$ cat config.mk
export PLATFORM = sky130hd
export DESIGN_NAME = id_operand_stage
export DESIGN_NICKNAME = d
export VERILOG_FILES = /design/src/rtl/core_pkg.sv /design/src/rtl/id_operand_sel.sv /design/src/rtl/id_operand_stage.sv
export SDC_FILE = /design/constraint.sdc
export NUM_CORES = 1
export LEC_CHECK = 0
export ABC_AREA = 1
export BUFFER_PORTS_ARGS = -buffer_cell sky130_fd_sc_hd__buf_4
export CAP_MARGIN = 20
export CORE_UTILIZATION = 42
export DETAILED_ROUTE_END_ITERATION = 8
export GPL_ROUTABILITY_DRIVEN = 0
export GPL_TIMING_DRIVEN = 0
export PLACE_DENSITY = 0.83
export RECOVER_POWER = 50
export SLEW_MARGIN = 20
export SYNTH_ARGS = -nofsm -noshare
export SYNTH_HDL_FRONTEND = slang
export SYNTH_SLANG_ARGS = --single-unit
$ cat constraint.sdc
create_clock -name in_clk -period 1.65 [get_ports in_clk]
set_input_delay 0.165 -clock in_clk [delete_from_list [all_inputs] [get_ports in_clk]]
set_output_delay 0.165 -clock in_clk [all_outputs]
set_load 0.02 [all_outputs]
$ cat src/rtl/core_pkg.sv
// Shared constants and types for the MIPS32 core: datapath widths, instruction
// field positions and the ID/EX pipeline bundle.
package core_pkg;

    localparam int DATA_W = 32;
    localparam int IDX_W  = 5;

    localparam int RS_MSB = 25;
    localparam int RS_LSB = 21;
    localparam int RT_MSB = 20;
    localparam int RT_LSB = 16;

    localparam logic [DATA_W-1:0] NOP = 32'h0;

    typedef struct packed {
        logic              valid;
        logic [DATA_W-1:0] pc;
        logic [DATA_W-1:0] instr;
        logic [IDX_W-1:0]  rs_idx;
        logic [IDX_W-1:0]  rt_idx;
        logic [DATA_W-1:0] rs_data;
        logic [DATA_W-1:0] rt_data;
    } idex_bundle_t;

endpackage

$ cat src/rtl/id_operand_sel.sv
// One ID operand path: write-back forward mux for the incoming operand, and the
// snoop that refreshes an operand already held in ID/EX while the stage is stalled.
module id_operand_sel #(
    parameter int DATA_W = 32,
    parameter int IDX_W  = 5
) (
    input  logic [DATA_W-1:0] rf_data,
    input  logic              fwd,
    input  logic              wb_regwr,
    input  logic [IDX_W-1:0]  wb_rd_idx,
    input  logic [DATA_W-1:0] wb_wdata,
    input  logic              held_valid,
    input  logic [IDX_W-1:0]  held_idx,
    input  logic [DATA_W-1:0] held_data,
    output logic [DATA_W-1:0] sel_data,
    output logic [DATA_W-1:0] held_next
);

    logic snoop_hit;

    always_comb begin
        sel_data  = fwd ? wb_wdata : rf_data;
        // $0 is hard-wired to zero, so a write-back aimed at it must never leak in.
        snoop_hit = held_valid && wb_regwr && (wb_rd_idx != '0) && (wb_rd_idx == held_idx);
        held_next = snoop_hit ? wb_wdata : held_data;
    end

endmodule

$ cat src/rtl/id_operand_stage.sv
// ID-stage operand select and ID/EX pipeline register, with stall hold,
// flush-to-bubble and stall-time write-back snooping of the held operands.
module id_operand_stage #(
    parameter int DATA_W = core_pkg::DATA_W,
    parameter int IDX_W  = core_pkg::IDX_W,
    parameter int CNT_W  = 16
) (
    input  logic              in_clk,
    input  logic              in_rst_n,
    input  logic              in_IFID_valid,
    input  logic [DATA_W-1:0] in_IFID_pc,
    input  logic [DATA_W-1:0] in_IFID_instr,
    output logic [IDX_W-1:0]  out_IFID_rs_idx,
    output logic [IDX_W-1:0]  out_IFID_rt_idx,
    input  logic [DATA_W-1:0] in_rf_rs_data,
    input  logic [DATA_W-1:0] in_rf_rt_data,
    input  logic              in_Mem_forwardA,
    input  logic              in_Mem_forwardB,
    input  logic              in_MEMWB_RegWr,
    input  logic [IDX_W-1:0]  in_MEMWB_rd_idx,
    input  logic [DATA_W-1:0] in_MEMWB_wdata,
    input  logic              in_stall,
    input  logic              in_flush,
    output logic              out_IDEX_valid,
    output logic [DATA_W-1:0] out_IDEX_pc,
    output logic [DATA_W-1:0] out_IDEX_instr,
    output logic [IDX_W-1:0]  out_IDEX_rs_idx,
    output logic [IDX_W-1:0]  out_IDEX_rt_idx,
    output logic [DATA_W-1:0] out_IDEX_rs_data,
    output logic [DATA_W-1:0] out_IDEX_rt_data,
    output logic [CNT_W-1:0]  out_stall_cnt
);

    import core_pkg::*;

    localparam logic [CNT_W-1:0] CNT_MAX = '1;

    idex_bundle_t      idex_d, idex_q;
    logic [CNT_W-1:0]  stall_cnt_d, stall_cnt_q;
    logic [DATA_W-1:0] rs_sel, rt_sel, rs_held_next, rt_held_next;

    assign out_IFID_rs_idx = in_IFID_instr[RS_MSB:RS_LSB];
    assign out_IFID_rt_idx = in_IFID_instr[RT_MSB:RT_LSB];

    id_operand_sel #(.DATA_W(DATA_W), .IDX_W(IDX_W)) u_rs_sel (
        .rf_data    (in_rf_rs_data),
        .fwd        (in_Mem_forwardA),
        .wb_regwr   (in_MEMWB_RegWr),
        .wb_rd_idx  (in_MEMWB_rd_idx),
        .wb_wdata   (in_MEMWB_wdata),
        .held_valid (idex_q.valid),
        .held_idx   (idex_q.rs_idx),
        .held_data  (idex_q.rs_data),
        .sel_data   (rs_sel),
        .held_next  (rs_held_next)
    );

    id_operand_sel #(.DATA_W(DATA_W), .IDX_W(IDX_W)) u_rt_sel (
        .rf_data    (in_rf_rt_data),
        .fwd        (in_Mem_forwardB),
        .wb_regwr   (in_MEMWB_RegWr),
        .wb_rd_idx  (in_MEMWB_rd_idx),
        .wb_wdata   (in_MEMWB_wdata),
        .held_valid (idex_q.valid),
        .held_idx   (idex_q.rt_idx),
        .held_data  (idex_q.rt_data),
        .sel_data   (rt_sel),
        .held_next  (rt_held_next)
    );

    always_comb begin
        // NOTE: defaulting every comb output to its held value first means no path can infer a latch.
        idex_d      = idex_q;
        stall_cnt_d = stall_cnt_q;

        if (in_flush) begin
            idex_d.valid = 1'b0;
            idex_d.instr = NOP;
        end else if (in_stall) begin
            idex_d.rs_data = rs_held_next;
            idex_d.rt_data = rt_held_next;
        end else begin
            idex_d.valid   = in_IFID_valid;
            idex_d.pc      = in_IFID_pc;
            idex_d.instr   = in_IFID_instr;
            idex_d.rs_idx  = out_IFID_rs_idx;
            idex_d.rt_idx  = out_IFID_rt_idx;
            idex_d.rs_data = rs_sel;
            idex_d.rt_data = rt_sel;
        end

        // Only stalls that hold a real instruction are counted; a flush edge is not.
        if (in_stall && idex_q.valid && !in_flush && (stall_cnt_q != CNT_MAX)) begin
            stall_cnt_d = stall_cnt_q + CNT_W'(1);
        end
    end

    // NOTE: state is updated with non-blocking assignments so every flop samples pre-edge values.
    always_ff @(posedge in_clk or negedge in_rst_n) begin
        if (!in_rst_n) begin
            idex_q      <= '0;
            stall_cnt_q <= '0;
        end else begin
            idex_q      <= idex_d;
            stall_cnt_q <= stall_cnt_d;
        end
    end

    assign out_IDEX_valid   = idex_q.valid;
    assign out_IDEX_pc      = idex_q.pc;
    assign out_IDEX_instr   = idex_q.instr;
    assign out_IDEX_rs_idx  = idex_q.rs_idx;
    assign out_IDEX_rt_idx  = idex_q.rt_idx;
    assign out_IDEX_rs_data = idex_q.rs_data;
    assign out_IDEX_rt_data = idex_q.rt_data;
    assign out_stall_cnt    = stall_cnt_q;

endmodule

== Word level (Yosys, flattened, before mapping) ==
Cells that the tools add are included.

* Bitwise logic cells: 2
* Reductions and logical operators: 12
* Equal/unequal tests: 6
* Add/subtract/negate cells: 1
* Muxes and demuxes: 8

{| class="wikitable"
|+ Operator list
! cell !! count
|-
| 32-bit 2-to-1 mux || 5
|-
| 75-bit 2-to-1 mux || 1
|-
| 64-bit 2-to-1 mux || 1
|-
| 16-bit by 1-bit adder with 16-bit output, second input constant || 1
|-
| 16-bit inequality test, second input constant || 1
|-
| 5-bit equality test || 2
|-
| 1-bit logical AND || 7
|-
| 2-bit by 1-bit inequality test with 1-bit output, second input constant || 3
|-
| 2-bit AND reduction || 3
|-
| 5-bit nonzero test || 1
|-
| 1-bit NOT || 2
|-
| 1-bit zero test || 1
|-
| 1-bit 2-to-1 mux || 1
|}

* Register bits after elaboration: 155
* Output and inout bits: 165
* Word-level logic and storage cells: 37
* Bits of input ports: 173

== Logic depth before layout (Yosys ltp) ==
Gate-level depths: netlist of the first run.

* Word-level depth: 5
* Gate-level depth with buffers: 11
* Mapped depth without buffers: 10

== Modules after synthesis ==
From an unflattened synthesis of the first run, not the netlist that was laid out.

* Cell total of the unflattened synthesis: 1132
* Area total of the unflattened synthesis: 8881.0 sq um

{| class="wikitable"
|+ Modules (own cells, without submodules)
! module !! area an instance (sq um) !! cells an instance !! times used
|-
| id_operand_stage || 6553.8 || 762 || 1
|-
| id_operand_sel || 1163.6 || 185 || 2
|}

== Least setup slack after synthesis of the first run ==
No wires, ideal clock.

* Path kind: register -> register
* From: register stall_cnt_q[0] (netlist: out_stall_cnt[0])
* To: register stall_cnt_q[7] (netlist: out_stall_cnt[7])
* Data required time: 1.531 ns
* Path slack: -0.082 ns
* Data arrival time: 1.613 ns
* Library setup time: 0.119 ns
* Path buffers: 1
* Stages on the path, launching flop included: 12
* Cell sequence: dfrtp_1 > ha_1 > inv_2 > nor2_4 > inv_2 > nor2_4 > nand3_2 > nand2_4 > inv_4 > buf_6 > o21ai_2 > nand2_1

* Word-level cells in the longest chain between the ends: 2
* Elaborated cells between the ends (all ways): 3
* Those cells by class: 1 x add/sub; 1 x eq/ne; 1 x reduce/logical

{| class="wikitable"
|+ RTL lines
! element !! line !! RTL
|-
| start, declared || id_operand_stage.sv:39 || <nowiki>logic [CNT_W-1:0] stall_cnt_d, stall_cnt_q;</nowiki>
|-
| start signal, assigned || id_operand_stage.sv:105 || <nowiki>stall_cnt_q <= stall_cnt_d;</nowiki>
|-
| branches (longest 2 deep; another with 16-bit by 1-bit adder with 16-bit output) || n/a ||
|}

Several ways; the timed one is not identified.
A chain may end at the register's enable or synchronous reset.

== Final worst setup path of the first run ==
* From: register idex_q, in the netlist out_IDEX_rt_idx[0]
* To: register idex_q, in the netlist out_IDEX_rt_data[17]

* Word-level cells in the longest chain between the ends: 4

{| class="wikitable"
|+ RTL lines
! element !! line !! RTL
|-
| start, declared || id_operand_stage.sv:38 || <nowiki>idex_bundle_t idex_d, idex_q;</nowiki>
|-
| start signal, assigned || id_operand_stage.sv:104 || <nowiki>idex_q <= idex_d;</nowiki>
|-
| 5-bit equality test || id_operand_sel.sv:24 || <nowiki>snoop_hit = held_valid && wb_regwr && (wb_rd_idx != '0) && (wb_rd_idx == held_idx);</nowiki>
|-
| 1-bit logical AND || id_operand_sel.sv:24 ||
|-
| 2-bit by 1-bit inequality test with 1-bit output (no line) || n/a ||
|-
| 2-bit AND reduction (no line) || n/a ||
|}

Every way passes these cells.

==> results of run 1 <==
## power breakdown
group	switching, W	total [W]	internal [W]	leakage, nW
sequential	0.000333	0.00459	0.00425	1.96
clock	0.00172	0.00386	0.00214	0.284
combinational	0.00167	0.00272	0.00104	3.41
## flip-flops by register name (all words and copies together), names as in the netlist
name,flops
out_IDEX_rs_idx,5
out_IDEX_rt_data,32
out_IDEX_rt_idx,5
out_IDEX_pc,32
out_IDEX_rs_data,32
out_IDEX_valid,1
out_stall_cnt,16
out_IDEX_instr,32
## metal layers
layer	global-route usage (%)	wire length, um	vias up
li1	-	-	3733
met1	34.1	10100	3792
met2	52.2	13400	426
met3	6.51	2010	66
met4	13.4	915	0
met5	0	0	-
## synthesized netlist by cell type, drive strengths merged
| cell type | n | share of area (%) |
|---|---|---|
| clkbuf | 30 | 1.6 |
| nand4 | 6 | 0.52 |
| dfrtp | 155 | 54 |
| nor3 | 4 | 0.28 |
| xor2 | 3 | 0.36 |
| a21oi | 1 | 0.069 |
| inv | 67 | 3.5 |
| ha | 1 | 0.17 |
| o21bai | 1 | 0.16 |
| nor2 | 29 | 1.9 |
| o21ai | 82 | 5.7 |
| xnor2 | 7 | 0.85 |
| nand3 | 76 | 5.3 |
| a22o | 22 | 2.7 |
| buf | 27 | 2.3 |
| nand2 | 401 | 21 |
## timing repair
item / 4_1_cts / 5_1_grt
setup endpoints to repair: 75 / 72
buffers inserted: 5 / 8
pin swaps: 2 / 4
cloned: 0 / 0
resized for setup: 6 / 31
endpoints found under the hold margin: 132 / 0
hold buffers: 61 / 0
## cell families after synthesis
kind of cell / count (synthesis)
AOI/OAI and AO/OA: 106
adders and majority gates: 1
DFF: 155
xor gates and xnor gates: 10
and+or+nand+nor: 516
buffers and inverters: 124
## stage by stage
stage / power, W / utilization [%] / setup slack, ns / std cells / setup TNS (ns)
3_5_place_dp: 0.00742 / 60.3 / -0.268 / 1470 / -18.67
4_1_cts: 0.0115 / 67.8 / 0.00730 / 1568 / 0
5_1_grt: 0.0116 / 65.2 / -0.0247 / 1576 / -0.0858
2_1_floorplan: 0.00592 / - / 0.0330 / 912 / 0
3_3_place_gp: 0.00735 / 60.1 / -0.448 / 1469 / -69.99
6_report: 0.0112 / 65.2 / 0.0471 / 1576 / 0
## worst max-delay path by stage
stage	start	end	slack (ns)
3_5_place_dp	in_flush	out_IDEX_rt_data[24]$_DFFE_PN0P_	-0.27
5_1_grt	in_rst_n	out_IDEX_rs_idx[2]$_DFFE_PN0P_	-0.02
2_1_floorplan	out_stall_cnt[0]$_DFFE_PN0P_	out_stall_cnt[7]$_DFFE_PN0P_	0.03
4_1_cts	out_IDEX_rs_idx[2]$_DFFE_PN0P_	out_IDEX_rs_data[8]$_DFFE_PN0P_	0.007
3_3_place_gp	in_rst_n	out_stall_cnt[0]$_DFFE_PN0P_	-0.45
6_report	out_IDEX_rt_idx[0]$_DFFE_PN0P_	out_IDEX_rt_data[17]$_DFFE_PN0P_	0.05
## area by class of cell
type	count	area, um2
fillers	1453	5800
flip-flops and latches	155	3890
multi-input cells	633	2850
repair buffers	412	2740
clock buffers	18	429
plain buffers	57	315
well taps	220	275
inverters	67	254
clock inverters	14	149
## critical path, stage by stage, from the launching register on
cell and delay [ns]:
sky130_fd_sc_hd__dfrtp_1 0.41, sky130_fd_sc_hd__nand2_1 0.10, sky130_fd_sc_hd__nand2_1 0.05, sky130_fd_sc_hd__nor2_1 0.16, sky130_fd_sc_hd__nand3_1 0.16, sky130_fd_sc_hd__o21bai_4 0.29, sky130_fd_sc_hd__buf_4 0.23, sky130_fd_sc_hd__nand2_1 0.08
sky130_fd_sc_hd__nand2_1 0.07
==> impl_metrics.json, run 1 <==
{
  "setup_viol": 0,
  "detail_route.iter0.violations": 562,
  "track_usage_pct": 29.5,
  "max_buffers_root_to_sink": 2,
  "cap_viol_max_count": 0,
  "vias": 8017,
  "avgRoutedWirePerCell_um": 16.8,
  "numClockSinks": 155,
  "post_synth_num_cell_types": 27,
  "whs_ns": 0.0249,
  "tightest_slew_ns": 1.00,
  "antenna_found_initial": 0,
  "grt_pass1_vias": 7841,
  "worst-setup-path-type": "flop to flop",
  "layout_common_cells": "sky130_fd_sc_hd__nand2_1, sky130_fd_sc_hd__buf_4, sky130_fd_sc_hd__clkbuf_1",
  "dieHeight_um": 133,
  "r2r-end": "out_IDEX_rt_data[17]$_DFFE_PN0P_",
  "min_from": "in_IFID_instr[16]",
  "drc": 0,
  "total_wire_length_after_detailed_routing_mm": 26.4,
  "yosys.area_share.adder_pct": 0.173,
  "pwr_density_cell_nw_per_um2": 1020,
  "syn2layout_area_growth_pct": 50.7,
  "synth-simple-area-share_pct": 28.9,
  "report.final.hold_viol_count": 0,
  "drt_pre_antenna_iters": 5,
  "timing.final.crit_period_ns": 1.60,
  "cts_tree": "done",
  "outcome": "complete, no violations",
  "n_antenna_cell": 0,
  "worst_hold_path.endpoint": "out_IDEX_instr[16]$_DFFE_PN0P_",
  "setup.worst_path.end_class": "flop",
  "power.static_leakage_nw": 5.66,
  "portion_of_netlist_area_occupied_by_mux_cells_pct": 0,
  "floorplan.initialDensity_pct": 43.3,
  "synth_fp_nets": 1086,
  "grt_pass1_wl_mm": 40.1,
  "io_buffers": 337,
  "worstHoldPathType": "primary input to flop",
  "cp.arrival_ns": 1.97,
  "clock_latency_ns": 0.43,
  "syn-cell-area_um2": 7230,
  "numCtsBuffers": 17,
  "launch_instance_of_the_worst_register_to_register_path": "out_IDEX_rt_idx[0]$_DFFE_PN0P_",
  "detailedPlacementHpwl_mm": 18.3,
  "numnets_final": 1517,
  "final-max-slew-violation-count": 0,
  "clk_pin_slew_ns": 0.07,
  "skew_ns": 0.0100,
  "cp.required_ns": 2.02,
  "post_synth_inst_count": 912,
  "timing.critical_path.fanout_max": 10,
  "vdd_ir_drop_max_mv": 0.752,
  "main_combinational_cell_family_by_area_after_synthesis": "simple AND/OR/NAND/NOR gates",
  "worstHoldPathCells": 3,
  "dp_area_um2": 10100,
  "setup.reg_to_reg.worst_slack_ns": 0.05,
  "final_min_period_over_clock_period_pct": 97.1,
  "layout.cells.most_common": "sky130_fd_sc_hd__nand2_1",
  "clock_root_buffer": "sky130_fd_sc_hd__clkbuf_16",
  "syn-mean-instance-area_um2": 7.93,
  "core_area_um2": 16700,
  "synth_compound_area_share_pct": 8.62,
  "final_layout_size_suffix_gt1_share_pct": 21.8,
  "max-slew-margin-rel_pct": 33.2,
  "synthXorXnorAreaFrac_pct": 1.21,
  "fp.dieArea_um2": 17700,
  "avgViaCountPerCell": 5.09,
  "finalInstanceArea_um2": 10900,
  "seq_area_frac_synth_pct": 53.7,
  "io_pins": 338,
  "crit_path_start_kind": "flop",
  "die_width_um": 133,
  "timing.reg2reg.worst_path_depth": 8,
  "grt_setup_unrepaired": "yes",
  "grt.overflow.total": 0,
  "grt_start_max_net_pins": 88,
  "fmaxAchievable_mhz": 624,
  "htreeDepth": 4,
  "synth-seq-cells": 155,
  "ys_warn_count": 0,
  "drt.antenna.violating_nets": 0,
  "placementRows": 47
}
(Power assumes the default switching activity.)
==> run 2: changes to the inputs <==
CORE_ASPECT_RATIO = 1.5   (was default)
==> run 2 against run 1 <==
Clock skew increased by 0.0013 ns. Sequential share of layout area decreased by 0.37 points. Clock power increased by 14%. Non-clock buffer count decreased by 4. First-iteration DRC count decreased by 19%. Flip-flop and latch count unchanged. Count of clock-buffer cells in the layout increased by 5. Via count decreased by 1.7%. Register-to-register slack improved by 0.04 ns. Sequential power about the same.
==> impl_metrics.json, run 2 (synthesized netlist as in run 1, its figures left out) <==
{
  "worstHoldPathCells": 3,
  "placementRows": 58,
  "grt_start_max_net_pins": 81,
  "dp_area_um2": 10100,
  "htreeDepth": 4,
  "vdd_ir_drop_max_mv": 1.01,
  "numCtsBuffers": 17,
  "layout_common_cells": "sky130_fd_sc_hd__nand2_1, sky130_fd_sc_hd__buf_4, sky130_fd_sc_hd__dfrtp_1",
  "worst-setup-path-type": "flop to flop",
  "vias": 7878,
  "die_width_um": 109,
  "final-max-slew-violation-count": 0,
  "cap_viol_max_count": 0,
  "finish.cell_count_without_fillers": 1563,
  "floorplan.initialDensity_pct": 42.9,
  "setup_viol": 0,
  "seq_power_share_pct": 39.2,
  "pwr_density_cell_nw_per_um2": 1070,
  "numClockSinks": 155,
  "dpl.cell_count": 1460,
  "outcome": "complete, no violations",
  "grt.overflow.total": 0,
  "detail_route.iter0.violations": 458,
  "finalInstanceArea_um2": 11000,
  "timing.critical_path.fanout_max": 10,
  "antenna_found_initial": 1,
  "skew_ns": 0.0113,
  "fp.dieArea_um2": 17800,
  "final_min_period_over_clock_period_pct": 94.6,
  "dieHeight_um": 163,
  "avgRoutedWirePerCell_um": 16.5,
  "track_usage_pct": 29.4,
  "setup.worst_path.end_class": "flop",
  "setup.reg_to_reg.worst_slack_ns": 0.09,
  "final.fill_count": 1510,
  "core_area_um2": 16800,
  "grt_pass1_vias": 7927,
  "timing.final.crit_period_ns": 1.56,
  "numnets_final": 1513,
  "detailedPlacementHpwl_mm": 18.5,
  "timing.reg2reg.worst_path_depth": 11,
  "share_comb_of_total_power_pct": 23.2,
  "worstHoldPathType": "primary input to flop",
  "worst_hold_path.endpoint": "out_IDEX_valid$_DFFE_PN0P_",
  "fmaxAchievable_mhz": 640,
  "min_from": "in_IFID_valid",
  "power.share.switching_pct": 30.4,
  "tightest_slew_ns": 0.641,
  "grt_setup_unrepaired": "yes",
  "total_switching_power_w": 0.00357,
  "total_wire_length_after_detailed_routing_mm": 25.7,
  "cp.required_ns": 1.96,
  "io_pins": 338,
  "grt_pass1_wl_mm": 39.7,
  "power.static_leakage_nw": 5.76,
  "clk_pin_slew_ns": 0.06,
  "syn2layout_area_growth_pct": 52.2,
  "final_layout_size_suffix_gt1_share_pct": 22.8,
  "drt.antenna.violating_nets": 0,
  "power.share.clock_pct": 37.6,
  "drt_pre_antenna_iters": 5,
  "report.final.hold_viol_count": 0,
  "launch_instance_of_the_worst_register_to_register_path": "out_stall_cnt[1]$_DFFE_PN0P_",
  "io_buffers": 337,
  "r2r-end": "out_stall_cnt[13]$_DFFE_PN0P_",
  "cp.arrival_ns": 1.87,
  "cts_tree": "done",
  "layout.cells.most_common": "sky130_fd_sc_hd__nand2_1",
  "max_buffers_root_to_sink": 2,
  "final.setup.tns_ns": 0,
  "max-slew-margin-rel_pct": 57.3,
  "p_int_w": 0.00815,
  "drc": 0,
  "crit_path_start_kind": "flop",
  "avgViaCountPerCell": 5.04,
  "clock_root_buffer": "sky130_fd_sc_hd__clkbuf_16",
  "clock_latency_ns": 0.42
}
run 2: critical path, cell delays in order (launching register included):
cell and delay (ns):
sky130_fd_sc_hd__dfrtp_2 0.39, sky130_fd_sc_hd__ha_4 0.15, sky130_fd_sc_hd__inv_2 0.04, sky130_fd_sc_hd__nor2_4 0.12, sky130_fd_sc_hd__inv_2 0.06, sky130_fd_sc_hd__nor2_4 0.13, sky130_fd_sc_hd__nand3_2 0.11, sky130_fd_sc_hd__nand2_4 0.13
sky130_fd_sc_hd__inv_4 0.06, sky130_fd_sc_hd__buf_6 0.14, sky130_fd_sc_hd__nand2_1 0.07, sky130_fd_sc_hd__nand2_1 0.05
run 2: area by class of cell:
| class | instances | area, um2 | area share, % |
|---|---|---|---|
| well taps | 210 | 263 | 2.39 |
| multi-input cells | 633 | 2850 | 25.9 |
| clock buffers | 23 | 478 | 4.34 |
| clock inverters | 9 | 185 | 1.68 |
| diodes | 1 | 2.50 | 0.0227 |
| repair buffers | 408 | 2790 | 25.3 |
| plain buffers | 57 | 304 | 2.76 |
| inverters | 67 | 254 | 2.31 |
| flip-flops and latches | 155 | 3880 | 35.3 |
run 2: worst max-delay path by stage:
| stage | startpoint | endpoint | slack, ns |
|---|---|---|---|
| final | out_stall_cnt[1]$_DFFE_PN0P_ | out_stall_cnt[13]$_DFFE_PN0P_ | 0.09 |
| after floorplan | out_stall_cnt[0]$_DFFE_PN0P_ | out_stall_cnt[7]$_DFFE_PN0P_ | 0.03 |
| after global routing | out_IDEX_rs_idx[3]$_DFFE_PN0P_ | out_IDEX_rs_data[6]$_DFFE_PN0P_ | -0.03 |
| after global placement | in_rst_n | out_stall_cnt[1]$_DFFE_PN0P_ | -0.52 |
| after detailed placement | in_flush | out_IDEX_rs_data[22]$_DFFE_PN0P_ | -0.21 |
| after CTS | out_stall_cnt[0]$_DFFE_PN0P_ | out_stall_cnt[13]$_DFFE_PN0P_ | 0.001 |
run 2: layer usage:
layer	wire length, um	track usage [%]	vias up	part of all wire (%)
li1	-	-	3724	-
met3	1510	6.40	84	5.9
met4	1170	14.3	0	4.5
met2	13600	52.5	369	53
met5	0	0	-	0
met1	9450	32.2	3701	37
run 2: metrics by stage:
| stage | worst slack, ns | total power [W] | util [%] | hold WS, ns |
|---|---|---|---|---|
| 5_1_grt | -0.0343 | 0.0122 | 65.4 | 0.0283 |
| 3_3_place_gp | -0.521 | 0.00733 | 59.6 | 0.366 |
| 3_5_place_dp | -0.214 | 0.00741 | 59.8 | 0.188 |
| 4_1_cts | 0.00105 | 0.0120 | 67.6 | 0.000105 |
| 2_1_floorplan | 0.0330 | 0.00592 | - | -0.131 |
| 6_report | 0.0885 | 0.0117 | 65.4 | 0.00132 |
run 2: what timing repair did:
item	CTS	global route
buffers inserted	5	5
hold buffers	60	0
pin swaps	2	5
resized for setup	5	25
setup endpoints to repair	71	74
endpoints found under the hold margin	141	0
run 2: power groups by stage:
stage	Clock, W	Combinational [W]	Sequential [W]
after floorplan	0	0.000763	0.00515
after global placement	0	0.00269	0.00464
after global routing	0.00462	0.00294	0.00464
after CTS	0.00447	0.00297	0.00458
after detailed placement	0	0.00276	0.00465
final	0.00441	0.00272	0.00459
==> run 3: changes to the inputs <==
GPL_TIMING_DRIVEN = default   (was 0)
==> run 3 against run 2 <==
Design area increased by 1.3%. Die area unchanged. Setup slack improved by 0.048 ns. Combinational power increased by 6%. Maximum frequency increased by 3.2%. Hold slack improved by 0.0098 ns. Final cell count decreased by 3.1%. First-iteration DRC count decreased by 18%. Clock power decreased by 5.4%. Count of clock-buffer cells in the layout decreased by 6. Flip-flop and latch count unchanged. Largest power group unchanged.
==> impl_metrics.json, run 3 (synthesized netlist as in run 1, its figures left out) <==
{
  "detailedPlacementHpwl_mm": 17.2,
  "final.fill_count": 1388,
  "vias": 7694,
  "fmaxAchievable_mhz": 661,
  "antenna_found_initial": 0,
  "numClockSinks": 155,
  "die_width_um": 109,
  "skew_ns": 0.00977,
  "detail_route.iter0.violations": 377,
  "htreeDepth": 4,
  "max_buffers_root_to_sink": 2,
  "drt_pre_antenna_iters": 5,
  "numnets_final": 1465,
  "numCtsBuffers": 17,
  "max-slew-margin-rel_pct": 44.9,
  "report.final.hold_viol_count": 0,
  "syn2layout_area_growth_pct": 54.1,
  "io_pins": 338,
  "final_min_period_over_clock_period_pct": 91.7,
  "vdd_ir_drop_max_mv": 0.762,
  "final_layout_size_suffix_gt1_share_pct": 30.3,
  "n_antenna_cell": 0,
  "tightest_slew_ns": 0.827,
  "total_wire_length_after_detailed_routing_mm": 24.4,
  "dieHeight_um": 163,
  "finalInstanceArea_um2": 11100,
  "grt_pass1_wl_mm": 37.7,
  "layout_common_cells": "sky130_fd_sc_hd__nand2_1, sky130_fd_sc_hd__buf_4, sky130_fd_sc_hd__dfrtp_1",
  "power.static_leakage_nw": 6.07,
  "core_area_um2": 16800,
  "grt_pass1_vias": 7671,
  "track_usage_pct": 27.8,
  "dp_area_um2": 10000,
  "fp.dieArea_um2": 17800,
  "timing.critical_path.fanout_max": 15,
  "layout.cells.most_common": "sky130_fd_sc_hd__nand2_1",
  "timing.final.crit_period_ns": 1.51,
  "drc": 0,
  "floorplan.initialDensity_pct": 42.9,
  "io_buffers": 337,
  "grt_setup_unrepaired": "no",
  "worst-setup-path-type": "flop to flop",
  "avgViaCountPerCell": 5.08,
  "setup_viol": 0,
  "post-route-worst-setup-slack_ns": 0.136,
  "outcome": "complete, no violations",
  "multi_input_area_um2": 2830,
  "clock_latency_ns": 0.42,
  "pwr_density_cell_nw_per_um2": 1040,
  "clk_pin_slew_ns": 0.07,
  "avgRoutedWirePerCell_um": 16.1,
  "placementRows": 58,
  "cp.arrival_ns": 1.82,
  "cap_viol_max_count": 0,
  "grt_start_max_net_pins": 80,
  "cp.required_ns": 1.95,
  "final-max-slew-violation-count": 0,
  "cts_tree": "done",
  "drt.antenna.violating_nets": 0,
  "whs_ns": 0.0111,
  "final.setup.tns_ns": 0,
  "grt.overflow.total": 0,
  "crit_path_start_kind": "flop",
  "ff_latch_area_um2": 3880,
  "setup.worst_path.end_class": "flop",
  "clock_root_buffer": "sky130_fd_sc_hd__clkbuf_16",
  "pre_cts_ws_ns": 0.0958,
  "worstHoldPathType": "primary input to flop"
}
## run 3: final timing paths
check	start	to	depth (start not counted)	slack [ns]
min in group asynchronous	in_rst_n	out_IDEX_instr[29]$_DFFE_PN0P_	2	0.23
hold / removal	in_IFID_instr[19]	out_IDEX_instr[19]$_DFFE_PN0P_	3	0.01
setup / recovery	out_stall_cnt[0]$_DFFE_PN0P_	out_stall_cnt[6]$_DFFE_PN0P_	10	0.14
max in group asynchronous	in_rst_n	out_IDEX_pc[26]$_DFFE_PN0P_	3	0.32
hold reg to reg	out_IDEX_instr[19]$_DFFE_PN0P_	out_IDEX_instr[19]$_DFFE_PN0P_	2	0.47
setup reg to reg	out_stall_cnt[0]$_DFFE_PN0P_	out_stall_cnt[6]$_DFFE_PN0P_	10	0.14
## run 3: area by class of cell
cell class              instances  area share (%)
clock buffers                  17            3.82
multi-input cells             633            25.4
flip-flops and latches        155            34.8
repair buffers                417            29.5
clock inverters                15            1.81
well taps                     210            2.36
inverters                      67            2.28
## run 3: critical path: stages, from the launching register on
cell	delay (ns)
sky130_fd_sc_hd__dfrtp_2	0.43
sky130_fd_sc_hd__ha_4	0.19
sky130_fd_sc_hd__inv_2	0.05
sky130_fd_sc_hd__nor2_4	0.10
sky130_fd_sc_hd__inv_2	0.05
sky130_fd_sc_hd__nor2_4	0.11
sky130_fd_sc_hd__nand3_2	0.09
sky130_fd_sc_hd__nand2_4	0.14
sky130_fd_sc_hd__inv_4	0.10
sky130_fd_sc_hd__o21ai_0	0.08
sky130_fd_sc_hd__nand2_1	0.06
## run 3: through the flow
step | total power (W) | instances | utilization, %
6_report | 0.0116 | 1514 | 66.2
5_1_grt | 0.0121 | 1514 | 66.2
4_1_cts | 0.0117 | 1514 | 66.9
3_5_place_dp | 0.00741 | 1422 | 59.6
3_3_place_gp | 0.00733 | 1422 | 59.6
2_1_floorplan | 0.00592 | 912 | -
## run 3: metal layers
metal	GRT usage (%)	share of wire, %	up-vias
li1	-	-	3629
met1	30.3	35	3606
met2	48.5	53	368
met3	5.92	6.9	91
met4	16.8	5.1	0
met5	0	0	-
## run 3: where the power goes
group	switching, W	internal [W]
Combinational	0.00159	0.00128
Sequential	0.000342	0.00425
Clock	0.00172	0.00245
## run 3: what timing repair did
action / 4_1_cts / 5_1_grt
endpoints found under the hold margin: 100 / 0
hold buffers: 60 / 0
endpoints found under the setup margin: 0 / 11
gates resized for setup: 0 / 1
buffers inserted: 0 / 0
